===== config.mk =====
export PLATFORM = sky130hd
export DESIGN_NAME = multicycle_control_flat
export DESIGN_NICKNAME = d
export VERILOG_FILES = /design/src/rtl/multicycle_control_pkg.sv /design/src/rtl/multicycle_control_if.sv /design/src/rtl/multicycle_control_output_decode.sv /design/src/rtl/multicycle_control.sv /design/src/flat_wrapper.sv
export SDC_FILE = /design/constraint.sdc
export NUM_CORES = 1
export LEC_CHECK = 0
export CAP_MARGIN = 20
export CORE_MARGIN = 2
export CORE_UTILIZATION = 40
export CTS_BUF_LIST = sky130_fd_sc_hd__clkbuf_16
export CTS_CLUSTER_DIAMETER = 100
export DETAILED_ROUTE_END_ITERATION = 7
export GPL_TIMING_DRIVEN = 0
export PLACE_DENSITY = 0.85
export SLEW_MARGIN = 10
export SYNTH_ARGS = -nofsm -noshare
export SYNTH_HDL_FRONTEND = slang
export SYNTH_HIERARCHICAL = 1
export SYNTH_SLANG_ARGS = --single-unit

===== constraint.sdc =====
create_clock -name clk -period 1.8 [get_ports clk]
set_clock_uncertainty 0.05 [all_clocks]
set_input_delay 0.36 -clock clk [delete_from_list [all_inputs] [get_ports clk]]
set_output_delay 0.36 -clock clk [all_outputs]
set_load 0.005 [all_outputs]

===== src/rtl/multicycle_control_pkg.sv =====
// multicycle_control_pkg: opcodes, state encodings, datapath select codes and the control word shared by the multi-cycle controller.
package multicycle_control_pkg;
  localparam logic [5:0] OP_R   = 6'b000000;
  localparam logic [5:0] OP_LW  = 6'b100011;
  localparam logic [5:0] OP_SW  = 6'b101011;
  localparam logic [5:0] OP_BEQ = 6'b000100;
  localparam logic [5:0] OP_J   = 6'b000010;
  localparam logic [1:0] SRCB_B     = 2'b00;
  localparam logic [1:0] SRCB_4     = 2'b01;
  localparam logic [1:0] SRCB_IMM   = 2'b10;
  localparam logic [1:0] SRCB_BR    = 2'b11;
  localparam logic [1:0] ALU_ADD    = 2'b00;
  localparam logic [1:0] ALU_SUB    = 2'b01;
  localparam logic [1:0] ALU_FUNCT  = 2'b10;
  localparam logic [1:0] PCS_ALU    = 2'b00;
  localparam logic [1:0] PCS_OUT    = 2'b01;
  localparam logic [1:0] PCS_JUMP   = 2'b10;
  typedef enum logic [3:0] {
    RESET   = 4'd0,
    FETCH   = 4'd1,
    DECODE  = 4'd2,
    MEMADR  = 4'd3,
    ILLEGAL = 4'd4,
    MEMRD   = 4'd5,
    MEMWB   = 4'd6,
    MEMWR   = 4'd7,
    EXEC    = 4'd8,
    ALUWB   = 4'd9,
    BRANCH  = 4'd10,
    JUMP    = 4'd11
  } state_e;
  // fetch marks the cycle whose ir_write/pc_write are gated by mem_ready
  typedef struct packed {
    logic       fetch;
    logic       pc_write;
    logic       pc_write_cond;
    logic       iord;
    logic       mem_read;
    logic       mem_write;
    logic       mem_to_reg;
    logic       reg_dst;
    logic       reg_write;
    logic       alu_src_a;
    logic [1:0] alu_src_b;
    logic [1:0] alu_op;
    logic [1:0] pc_source;
    logic       illegal_op;
  } ctrl_t;
endpackage


===== src/rtl/multicycle_control_if.sv =====
// multicycle_control_if: control bus between the multi-cycle controller (master) and the datapath (slave).
interface multicycle_control_if;
  logic [5:0] opcode;
  logic       mem_ready;
  logic       pc_write;
  logic       pc_write_cond;
  logic       iord;
  logic       mem_read;
  logic       mem_write;
  logic       ir_write;
  logic       mem_to_reg;
  logic       reg_dst;
  logic       reg_write;
  logic       alu_src_a;
  logic [1:0] alu_src_b;
  logic [1:0] alu_op;
  logic [1:0] pc_source;
  logic       illegal_op;
  modport master (
    input  opcode, mem_ready,
    output pc_write, pc_write_cond, iord, mem_read, mem_write, ir_write,
           mem_to_reg, reg_dst, reg_write, alu_src_a, alu_src_b, alu_op,
           pc_source, illegal_op
  );
  modport slave (
    output opcode, mem_ready,
    input  pc_write, pc_write_cond, iord, mem_read, mem_write, ir_write,
           mem_to_reg, reg_dst, reg_write, alu_src_a, alu_src_b, alu_op,
           pc_source, illegal_op
  );
endinterface


===== src/rtl/multicycle_control_output_decode.sv =====
// multicycle_control_output_decode: combinational state -> control word; unused encodings and RESET give all zeros.
module multicycle_control_output_decode
  import multicycle_control_pkg::*;
(
  input  state_e state,
  output ctrl_t  ctrl
);
  always_comb begin
    ctrl = '0;
    case (state)
      FETCH: begin
        ctrl.fetch     = 1'b1;
        ctrl.mem_read  = 1'b1;
        ctrl.alu_src_b = SRCB_4;
      end
      DECODE: ctrl.alu_src_b = SRCB_BR;
      MEMADR: begin
        ctrl.alu_src_a = 1'b1;
        ctrl.alu_src_b = SRCB_IMM;
      end
      MEMRD: begin
        ctrl.mem_read = 1'b1;
        ctrl.iord     = 1'b1;
      end
      MEMWB: begin
        ctrl.reg_write  = 1'b1;
        ctrl.mem_to_reg = 1'b1;
      end
      MEMWR: begin
        ctrl.mem_write = 1'b1;
        ctrl.iord      = 1'b1;
      end
      EXEC: begin
        ctrl.alu_src_a = 1'b1;
        ctrl.alu_op    = ALU_FUNCT;
      end
      ALUWB: begin
        ctrl.reg_write = 1'b1;
        ctrl.reg_dst   = 1'b1;
      end
      BRANCH: begin
        ctrl.alu_src_a     = 1'b1;
        ctrl.alu_op        = ALU_SUB;
        ctrl.pc_write_cond = 1'b1;
        ctrl.pc_source     = PCS_OUT;
      end
      JUMP: begin
        ctrl.pc_write  = 1'b1;
        ctrl.pc_source = PCS_JUMP;
      end
      ILLEGAL: ctrl.illegal_op = 1'b1;
      default: ctrl = '0;
    endcase
  end
endmodule


===== src/rtl/multicycle_control.sv =====
// multicycle_control: Moore FSM sequencing the multi-cycle MIPS datapath, stalling on the memory ready handshake.
// The control word is decoded from the next state and registered, so outputs are glitch-free and clear asynchronously on reset.
module multicycle_control
  import multicycle_control_pkg::*;
#(
  parameter int STATE_W      = 4,
  parameter int TRAP_ILLEGAL = 1
) (
  input  logic                clk,
  input  logic                rst_n,
  multicycle_control_if.master bus,
  output logic [STATE_W-1:0]  state
);
  state_e state_q, state_d;
  ctrl_t  ctrl_q, ctrl_d;
  always_comb begin
    state_d = FETCH;
    case (state_q)
      FETCH:  state_d = bus.mem_ready ? DECODE : FETCH;
      DECODE:
        case (bus.opcode)
          OP_LW, OP_SW: state_d = MEMADR;
          OP_R:         state_d = EXEC;
          OP_BEQ:       state_d = BRANCH;
          OP_J:         state_d = JUMP;
          default:      state_d = (TRAP_ILLEGAL != 0) ? ILLEGAL : FETCH;
        endcase
      MEMADR: state_d = (bus.opcode == OP_SW) ? MEMWR : MEMRD;
      MEMRD:  state_d = bus.mem_ready ? MEMWB : MEMRD;
      MEMWR:  state_d = bus.mem_ready ? FETCH : MEMWR;
      EXEC:   state_d = ALUWB;
      default: state_d = FETCH;
    endcase
  end
  multicycle_control_output_decode u_decode (
    .state (state_d),
    .ctrl  (ctrl_d)
  );
  always_ff @(posedge clk or negedge rst_n) begin
    if (!rst_n) begin
      state_q <= RESET;
      ctrl_q  <= '0;
    end else begin
      state_q <= state_d;
      ctrl_q  <= ctrl_d;
    end
  end
  // ir_write/pc_write fire once per instruction, only in the FETCH cycle memory completes
  assign bus.ir_write      = ctrl_q.fetch & bus.mem_ready;
  assign bus.pc_write      = ctrl_q.pc_write | (ctrl_q.fetch & bus.mem_ready);
  assign bus.pc_write_cond = ctrl_q.pc_write_cond;
  assign bus.iord          = ctrl_q.iord;
  assign bus.mem_read      = ctrl_q.mem_read;
  assign bus.mem_write     = ctrl_q.mem_write;
  assign bus.mem_to_reg    = ctrl_q.mem_to_reg;
  assign bus.reg_dst       = ctrl_q.reg_dst;
  assign bus.reg_write     = ctrl_q.reg_write;
  assign bus.alu_src_a     = ctrl_q.alu_src_a;
  assign bus.alu_src_b     = ctrl_q.alu_src_b;
  assign bus.alu_op        = ctrl_q.alu_op;
  assign bus.pc_source     = ctrl_q.pc_source;
  assign bus.illegal_op    = ctrl_q.illegal_op;
  assign state             = STATE_W'(state_q);
endmodule


===== src/flat_wrapper.sv =====
// flat-port wrapper written by rule: the top's interface ports become plain ports
module multicycle_control_flat import multicycle_control_pkg::*;
#(
  parameter int STATE_W      = 4,
  parameter int TRAP_ILLEGAL = 1
)
  (clk, rst_n, state, bus_opcode, bus_mem_ready, bus_pc_write, bus_pc_write_cond, bus_iord, bus_mem_read, bus_mem_write, bus_ir_write, bus_mem_to_reg, bus_reg_dst, bus_reg_write, bus_alu_src_a, bus_alu_src_b, bus_alu_op, bus_pc_source, bus_illegal_op);
  multicycle_control_if bus_i ();
  input  logic clk;
  input  logic rst_n;
  output logic [STATE_W-1:0] state;
  input wire logic [$bits(bus_i.opcode)-1:0] bus_opcode;
  input wire logic [$bits(bus_i.mem_ready)-1:0] bus_mem_ready;
  output wire logic [$bits(bus_i.pc_write)-1:0] bus_pc_write;
  output wire logic [$bits(bus_i.pc_write_cond)-1:0] bus_pc_write_cond;
  output wire logic [$bits(bus_i.iord)-1:0] bus_iord;
  output wire logic [$bits(bus_i.mem_read)-1:0] bus_mem_read;
  output wire logic [$bits(bus_i.mem_write)-1:0] bus_mem_write;
  output wire logic [$bits(bus_i.ir_write)-1:0] bus_ir_write;
  output wire logic [$bits(bus_i.mem_to_reg)-1:0] bus_mem_to_reg;
  output wire logic [$bits(bus_i.reg_dst)-1:0] bus_reg_dst;
  output wire logic [$bits(bus_i.reg_write)-1:0] bus_reg_write;
  output wire logic [$bits(bus_i.alu_src_a)-1:0] bus_alu_src_a;
  output wire logic [$bits(bus_i.alu_src_b)-1:0] bus_alu_src_b;
  output wire logic [$bits(bus_i.alu_op)-1:0] bus_alu_op;
  output wire logic [$bits(bus_i.pc_source)-1:0] bus_pc_source;
  output wire logic [$bits(bus_i.illegal_op)-1:0] bus_illegal_op;
  assign bus_i.opcode = bus_opcode;
  assign bus_i.mem_ready = bus_mem_ready;
  assign bus_pc_write = bus_i.pc_write;
  assign bus_pc_write_cond = bus_i.pc_write_cond;
  assign bus_iord = bus_i.iord;
  assign bus_mem_read = bus_i.mem_read;
  assign bus_mem_write = bus_i.mem_write;
  assign bus_ir_write = bus_i.ir_write;
  assign bus_mem_to_reg = bus_i.mem_to_reg;
  assign bus_reg_dst = bus_i.reg_dst;
  assign bus_reg_write = bus_i.reg_write;
  assign bus_alu_src_a = bus_i.alu_src_a;
  assign bus_alu_src_b = bus_i.alu_src_b;
  assign bus_alu_op = bus_i.alu_op;
  assign bus_pc_source = bus_i.pc_source;
  assign bus_illegal_op = bus_i.illegal_op;
  multicycle_control #(.STATE_W(STATE_W), .TRAP_ILLEGAL(TRAP_ILLEGAL)) u_core (.clk(clk), .rst_n(rst_n), .bus(bus_i), .state(state));
endmodule

==> flow_summary.ini, run 1 <==
[outcome]
status = completed

[setup_path]
reg2regPathDepth = 6
critPathLaunchType = flop
rrSetupSlack_ps = 40
cp.arrival_ps = 1840
timing.rr.start = u_core/state[3]$_DFF_PN0_
worstSetupPathType = flop to flop
critPathMaxFanout = 5
end_kind = flop
cp.required_ps = 1880
r2r_end = u_core/bus.reg_write$_DFF_PN0_

[pwr]
peakVddDrop_mv = 1.035
p_per_area_nw_per_um2 = 1414
p_leak_nw = 0.6596

[synth]
synth_edf_count = 0
synthCells = 79
synthArstFlopShare_pct = 100.0
netlist_area_sq_um = 904.6
postSynthNetCount = 88
synth_seq_cells = 21
yosys.area.top_type = dfrtp_1
yosysWarningCount = 6
yosys.area.top_type_share_pct = 58.09
synthDistinctLibCells = 28
synthTopCellsByArea = dfrtp_1 58%, buf_4 5.8%, nor2_1 4.6%, nand2b_4 3.0%, nor4_4 2.4%
synth.avg_cell_area_sq_um = 11.45
synth-main-ff-cell = dfrtp_1
ys_seq_area_share_pct = 58.09

[clocking]
clk_latency_ps = 250
numCtsBuffers = 3
hold_buffers = 0
clkSlewWorstSetupHoldPaths_ps = 50
numClockSinks = 21
root_buffer = clkbuf_16
cts.path.max_buffers = 2
htree_levels = 1
tritoncts = done

[place]
io_buffers = 29
place.gp.congestion = 0.7017
dp_cells = 136
place_area_sq_um = 1237
hpwl_um = 1308

[sta]
final_max_slew_viol_count = 0
fmax_mhz = 567.4
hold_violations = 0
layout_min_cycle_time_ps = 1762
slew_headroom_pct = 40.29
worstMarginPinSlew_ps = 892.9
setup_viol = 0
fin_crit_sh_pct = 97.91

[cells_and_area]
final_cells = 150
layout_common_cells = 21 x clkdlybuf4s50_1, 19 x dfrtp_1, 17 x buf_4
drive_gt1_share_pct = 32.79
largest_register_ffs = 4
diodes = 0
final_common_cell = clkdlybuf4s50_1
nets = 132
fill_cells = 156
areaGrowthSynthToFinish_pct = 58.09
design_area_sq_um = 1430

[drt]
wirelength_um = 2164
vias_per_cell = 5.053
first_pass_iters = 4
drt_iter0_drc = 14
num_vias = 758
ant_nets = 0
drcViolationCount = 0
wl_per_cell_um = 14.43

[worst_hold_path]
hold_class = primary input to flop
min_from = bus_opcode[0]
min_path_cells = 4
min_to = u_core/state[2]$_DFF_PN0_

[floorplanning]
die-area_sq_um = 2658
core_sq_um = 2170
die_w_um = 51.56
initial_utilization_pct = 41.70
num_io_pins = 30
rows = 17
fp.dieH_um = 51.56

[global_route]
antenna_found_initial = 0
grt_pass1_wl_um = 3429
grt_pass1_vias = 738
overflow = 0
gr-usage-all-layers_pct = 18.70
grt_max_degree = 22

[flow_run]
max_cap_viol_count = 0
==> where the power goes <==
part | internal, mW | total, mW | switching [mW]
Sequential | 0.598 | 0.677 | 0.0793
Combinational | 0.501 | 0.893 | 0.392
Clock | 0.296 | 0.452 | 0.157
==> cell usage after synthesis, types with 2 or more instances <==
cell type and count:
nor3_1 2, o22ai_1 2, inv_1 3, nand2_1 4
dfrtp_1 21, nor2_1 11, buf_4 7, and2_1 2
nand2b_4 2, nor2b_1 3, o21ai_0 2, nand2b_1 3
nand4b_1 2
==> kinds of logic (layout without fill, tap and decap cells) <==
kind of cell,after synthesis,count (layout),share of synthesized area (%)
buffers and inverters,11,54,7.607
and+or+nand+nor,36,36,25.17
AOI/OAI and AO/OA,10,10,8.160
DFF,21,21,58.09
xor gates and xnor gates,1,1,0.9684
==> worst max-delay path: stages (launching register included) <==
cell,delay (ps)
dfrtp_1,450
nor2b_1,330
o21ai_0,190
o211ai_1,170
buf_4,210
nand2b_4,160
o22ai_1,90
==> area by class of cell <==
cell class	count	area [sq um]	area share, %
flip-flops and latches	21	528.0	36.92
multi-input cells	47	364.1	25.46
repair buffers	39	349.1	24.41
clock buffers	3	75.07	5.249
plain buffers	8	63.81	4.462
well taps	28	35.03	2.450
inverters	3	11.26	0.7874
clock inverters	1	3.754	0.2625
==> repair_timing <==
item / CTS / global route
pin swaps: 5 / 4
resized for setup: 14 / 16
setup buffers: 9 / 1
endpoints found under the setup margin: 20 / 17
==> per-stage QoR <==
step | hold slack [ps] | setup WS, ps | utilization (%) | setup TNS (ps) | total power, mW
detailed placement | 466.5 | -671.3 | 57.04 | -10840 | 1.395
floorplan | 14.41 | 86.33 | - | 0 | 1.042
finish | 553.6 | 37.69 | 65.92 | 0 | 2.023
global route | 574.6 | -12.73 | 65.92 | -22.82 | 2.135
CTS | 578.0 | 0.2753 | 64.71 | 0 | 1.942
global placement | 471.1 | -571.6 | 57.04 | -9128 | 1.370
==> per-layer routing <==
layer  up-vias  global-route usage (%)  routed length, um
met5         -                       0                  0
met4         0                   17.54                 89
met3         9                   5.172                116
met2        24                   28.85               1115
met1       378                   20.66                842
li1        347                       -                  -
==> worst max-delay path by stage <==
stage	from	endpoint	slack, ps	cells past startpoint
6_report	u_core/state[3]$_DFF_PN0_	u_core/bus.reg_write$_DFF_PN0_	40	6
5_1_grt	u_core/state[3]$_DFF_PN0_	u_core/bus.reg_write$_DFF_PN0_	-10	6
4_1_cts	u_core/state[1]$_DFF_PN0_	u_core/bus.pc_write_cond$_DFF_PN0_	0.3	7
3_5_place_dp	bus_opcode[1]	u_core/bus.alu_src_a$_DFF_PN0_	-670	6
3_3_place_gp	bus_opcode[1]	u_core/bus.reg_write$_DFF_PN0_	-570	6
2_1_floorplan	bus_opcode[0]	u_core/bus.pc_write_cond$_DFF_PN0_	90	6
(Power assumes the default switching activity.)
==> inputs of run 2 (changes only) <==
--- a/config.mk
+++ b/config.mk
@@ -5,6 +5,7 @@
 export SDC_FILE = /design/constraint.sdc
 export NUM_CORES = 1
 export LEC_CHECK = 0
+export ABC_AREA = 1
 export CAP_MARGIN = 20
 export CORE_MARGIN = 2
 export CORE_UTILIZATION = 40
@@ -12,7 +13,7 @@
 export CTS_CLUSTER_DIAMETER = 100
 export DETAILED_ROUTE_END_ITERATION = 7
 export GPL_TIMING_DRIVEN = 0
-export PLACE_DENSITY = 0.85
+export PLACE_DENSITY = 0.84
 export SLEW_MARGIN = 10
 export SYNTH_ARGS = -nofsm -noshare
 export SYNTH_HDL_FRONTEND = slang
==> run 2 against run 1 <==
  * Largest cell class unchanged
  * Wire length grew 6.6%
  * Setup slack improved by 80 ps
  * Die area is 5.6% higher
  * Total power fell by 3.4%
==> flow_summary.ini, run 2 <==
[cells_and_area]
drive_gt1_share_pct = 28.48
layout_common_cells = 24 x nand2_1, 21 x clkdlybuf4s50_1, 21 x dfrtp_1
final_cells = 179
largest_register_ffs = 4
design_area_sq_um = 1454
final_common_cell = nand2_1
diodes = 0
nets = 161
areaGrowthSynthToFinish_pct = 51.50

[floorplanning]
core_sq_um = 2233
die_w_um = 52.98
fp.dieH_um = 52.98
rows = 17
num_io_pins = 30
die-area_sq_um = 2807
initial_utilization_pct = 42.97

[place]
place.gp.congestion = 0.8691
dp_cells = 173
io_buffers = 29
hpwl_um = 1592
pre_cts_ws_ps = -345.3
place_area_sq_um = 1285

[clocking]
clkSlewWorstSetupHoldPaths_ps = 50
hold_buffers = 0
numCtsBuffers = 3
numClockSinks = 21
tritoncts = done
htree_levels = 1
clk_latency_ps = 250
cts.path.max_buffers = 2
root_buffer = clkbuf_16

[synth]
synth_edf_count = 0
synthCells = 116
yosysWarningCount = 6
synthDistinctLibCells = 16
synth_most_common_cell = nand2_1
postSynthNetCount = 125
ys_seq_area_share_pct = 54.76
yosys.area.top_type = dfrtp_1
synth_common_cells = 28 x nand2_1, 21 x dfrtp_1, 18 x nor2_1
netlist_area_sq_um = 959.7
synthTopCellsByArea = dfrtp_1 55%, nand2_1 11%, nor2_1 7.0%, buf_4 5.5%, inv_1 5.5%
yosys.area.top_type_share_pct = 54.76
synth_seq_cells = 21
synth-main-ff-cell = dfrtp_1
synth.avg_cell_area_sq_um = 8.273
synthArstFlopShare_pct = 100.0

[drt]
num_vias = 856
ant_nets = 0
drt_iter0_drc = 15
wirelength_um = 2307
vias_per_cell = 4.782
drcViolationCount = 0
first_pass_iters = 4
wl_per_cell_um = 12.89

[sta]
hold_violations = 0
fmax_mhz = 594.5
final_max_slew_viol_count = 0
slew_headroom_pct = 41.94
layout_min_cycle_time_ps = 1682
fin_crit_sh_pct = 93.46
worstMarginPinSlew_ps = 868.2
worst_slack_ps = 117.8
rsz0062_at_grt = no
setup_viol = 0

[setup_path]
critPathMaxFanout = 5
timing.rr.start = u_core/state[2]$_DFF_PN0_
reg2regPathDepth = 11
cp.arrival_ps = 1780
r2r_end = u_core/bus.pc_write_cond$_DFF_PN0_
end_kind = flop
cp.required_ps = 1890
critPathLaunchType = flop
rrSetupSlack_ps = 120
worstSetupPathType = flop to flop

[pwr]
peakVddDrop_mv = 1.157
p_leak_nw = 0.8108
p_per_area_nw_per_um2 = 1344

[worst_hold_path]
hold_class = primary input to asynchronous set/reset pin

[global_route]
grt_pass1_wl_um = 3498
grt_max_degree = 22
antenna_found_initial = 0
grt_pass1_vias = 820
gr-usage-all-layers_pct = 17.46
overflow = 0

[flow_run]
max_cap_viol_count = 0

[outcome]
status = completed
## run 2: changes by cell type in the layout (fill, tap and decap cells not counted), sizes merged, moves of 2 or more
cell and delta:
nand3 +8, dlymetal6s2s +6, nor2b -3, nand4b -2, inv +17, clkbuf -2
o22ai -2, buf -9, dlygate4sd2 -3, and2 -2, nand2 +24, nor2 +12
nand2b -5
## run 2: stage by stage
step	util [%]	setup TNS (ps)	hold WS, ps	power [mW]
after global routing	65.10	0	657.5	2.075
after CTS	61.29	0	589.2	1.885
after floorplan	-	0	14.41	1.052
final	65.10	0	557.2	1.954
after global placement	57.54	-1714	691.3	1.385
after detailed placement	57.54	-3078	704.1	1.415
## run 2: layout make-up
cell class / instances / area, sq um
Tap cell: 28 / 35.03
Timing Repair Buffer: 31 / 317.8
Sequential cell: 21 / 525.5
Clock inverter: 1 / 3.754
Multi-Input combinational cell: 68 / 369.1
Fill cell: 180 / 779.5
Inverter: 20 / 75.07
Buffer: 7 / 52.55
Clock buffer: 3 / 75.07
## run 2: how the worst max path moves through the flow
stage,start,endpoint,slack (ps),cells past startpoint
floorplan,u_core/state[3]$_DFF_PN0_,u_core/bus.pc_write_cond$_DFF_PN0_,320,11
global placement,bus_mem_ready,bus_pc_write,-240,5
detailed placement,bus_opcode[1],u_core/bus.pc_write_cond$_DFF_PN0_,-350,12
CTS,bus_opcode[1],u_core/bus.pc_write_cond$_DFF_PN0_,20,12
global route,u_core/state[2]$_DFF_PN0_,u_core/bus.pc_write_cond$_DFF_PN0_,50,11
finish,u_core/state[2]$_DFF_PN0_,u_core/bus.pc_write_cond$_DFF_PN0_,120,11
## run 2: cells by family after synthesis
| family | count (synthesis) | synth area share (%) |
|---|---|---|
| flip-flops | 21 | 54.76 |
| buffers and inverters | 27 | 13.30 |
| AND/OR/NAND/NOR | 66 | 30.64 |
| AO/OA/AOI/OAI | 2 | 1.304 |
## run 2: power by group
group,internal [mW],total (mW),switching [mW]
logic,0.388,0.846,0.458
registers,0.592,0.658,0.0654
clock network,0.295,0.450,0.155
total,1.28,1.95,0.678
## run 2: layer usage
layer / vias up / share of wire (%) / track usage (%)
met5: - / 0 / 0
met2: 23 / 52 / 31.04
met1: 416 / 42 / 20.55
met3: 2 / 4.9 / 3.672
li1: 415 / - / -
met4: 0 / 1.0 / 6.410
## run 2: timing repair
item / CTS / global route
setup buffers: 0 / 2
endpoints found under the setup margin: 3 / 11
gates resized for setup: 5 / 23
pin swaps: 0 / 4
## run 2: worst max-delay path: stages (launching register included)
cell and delay [ps]:
dfrtp_1 410, inv_2 100, nand3_2 90, nor2_2 170
nand2_1 90, inv_1 70, nand2_1 80, nand2_2 140
inv_2 60, nand2_2 100, nor2_2 60, buf_4 130
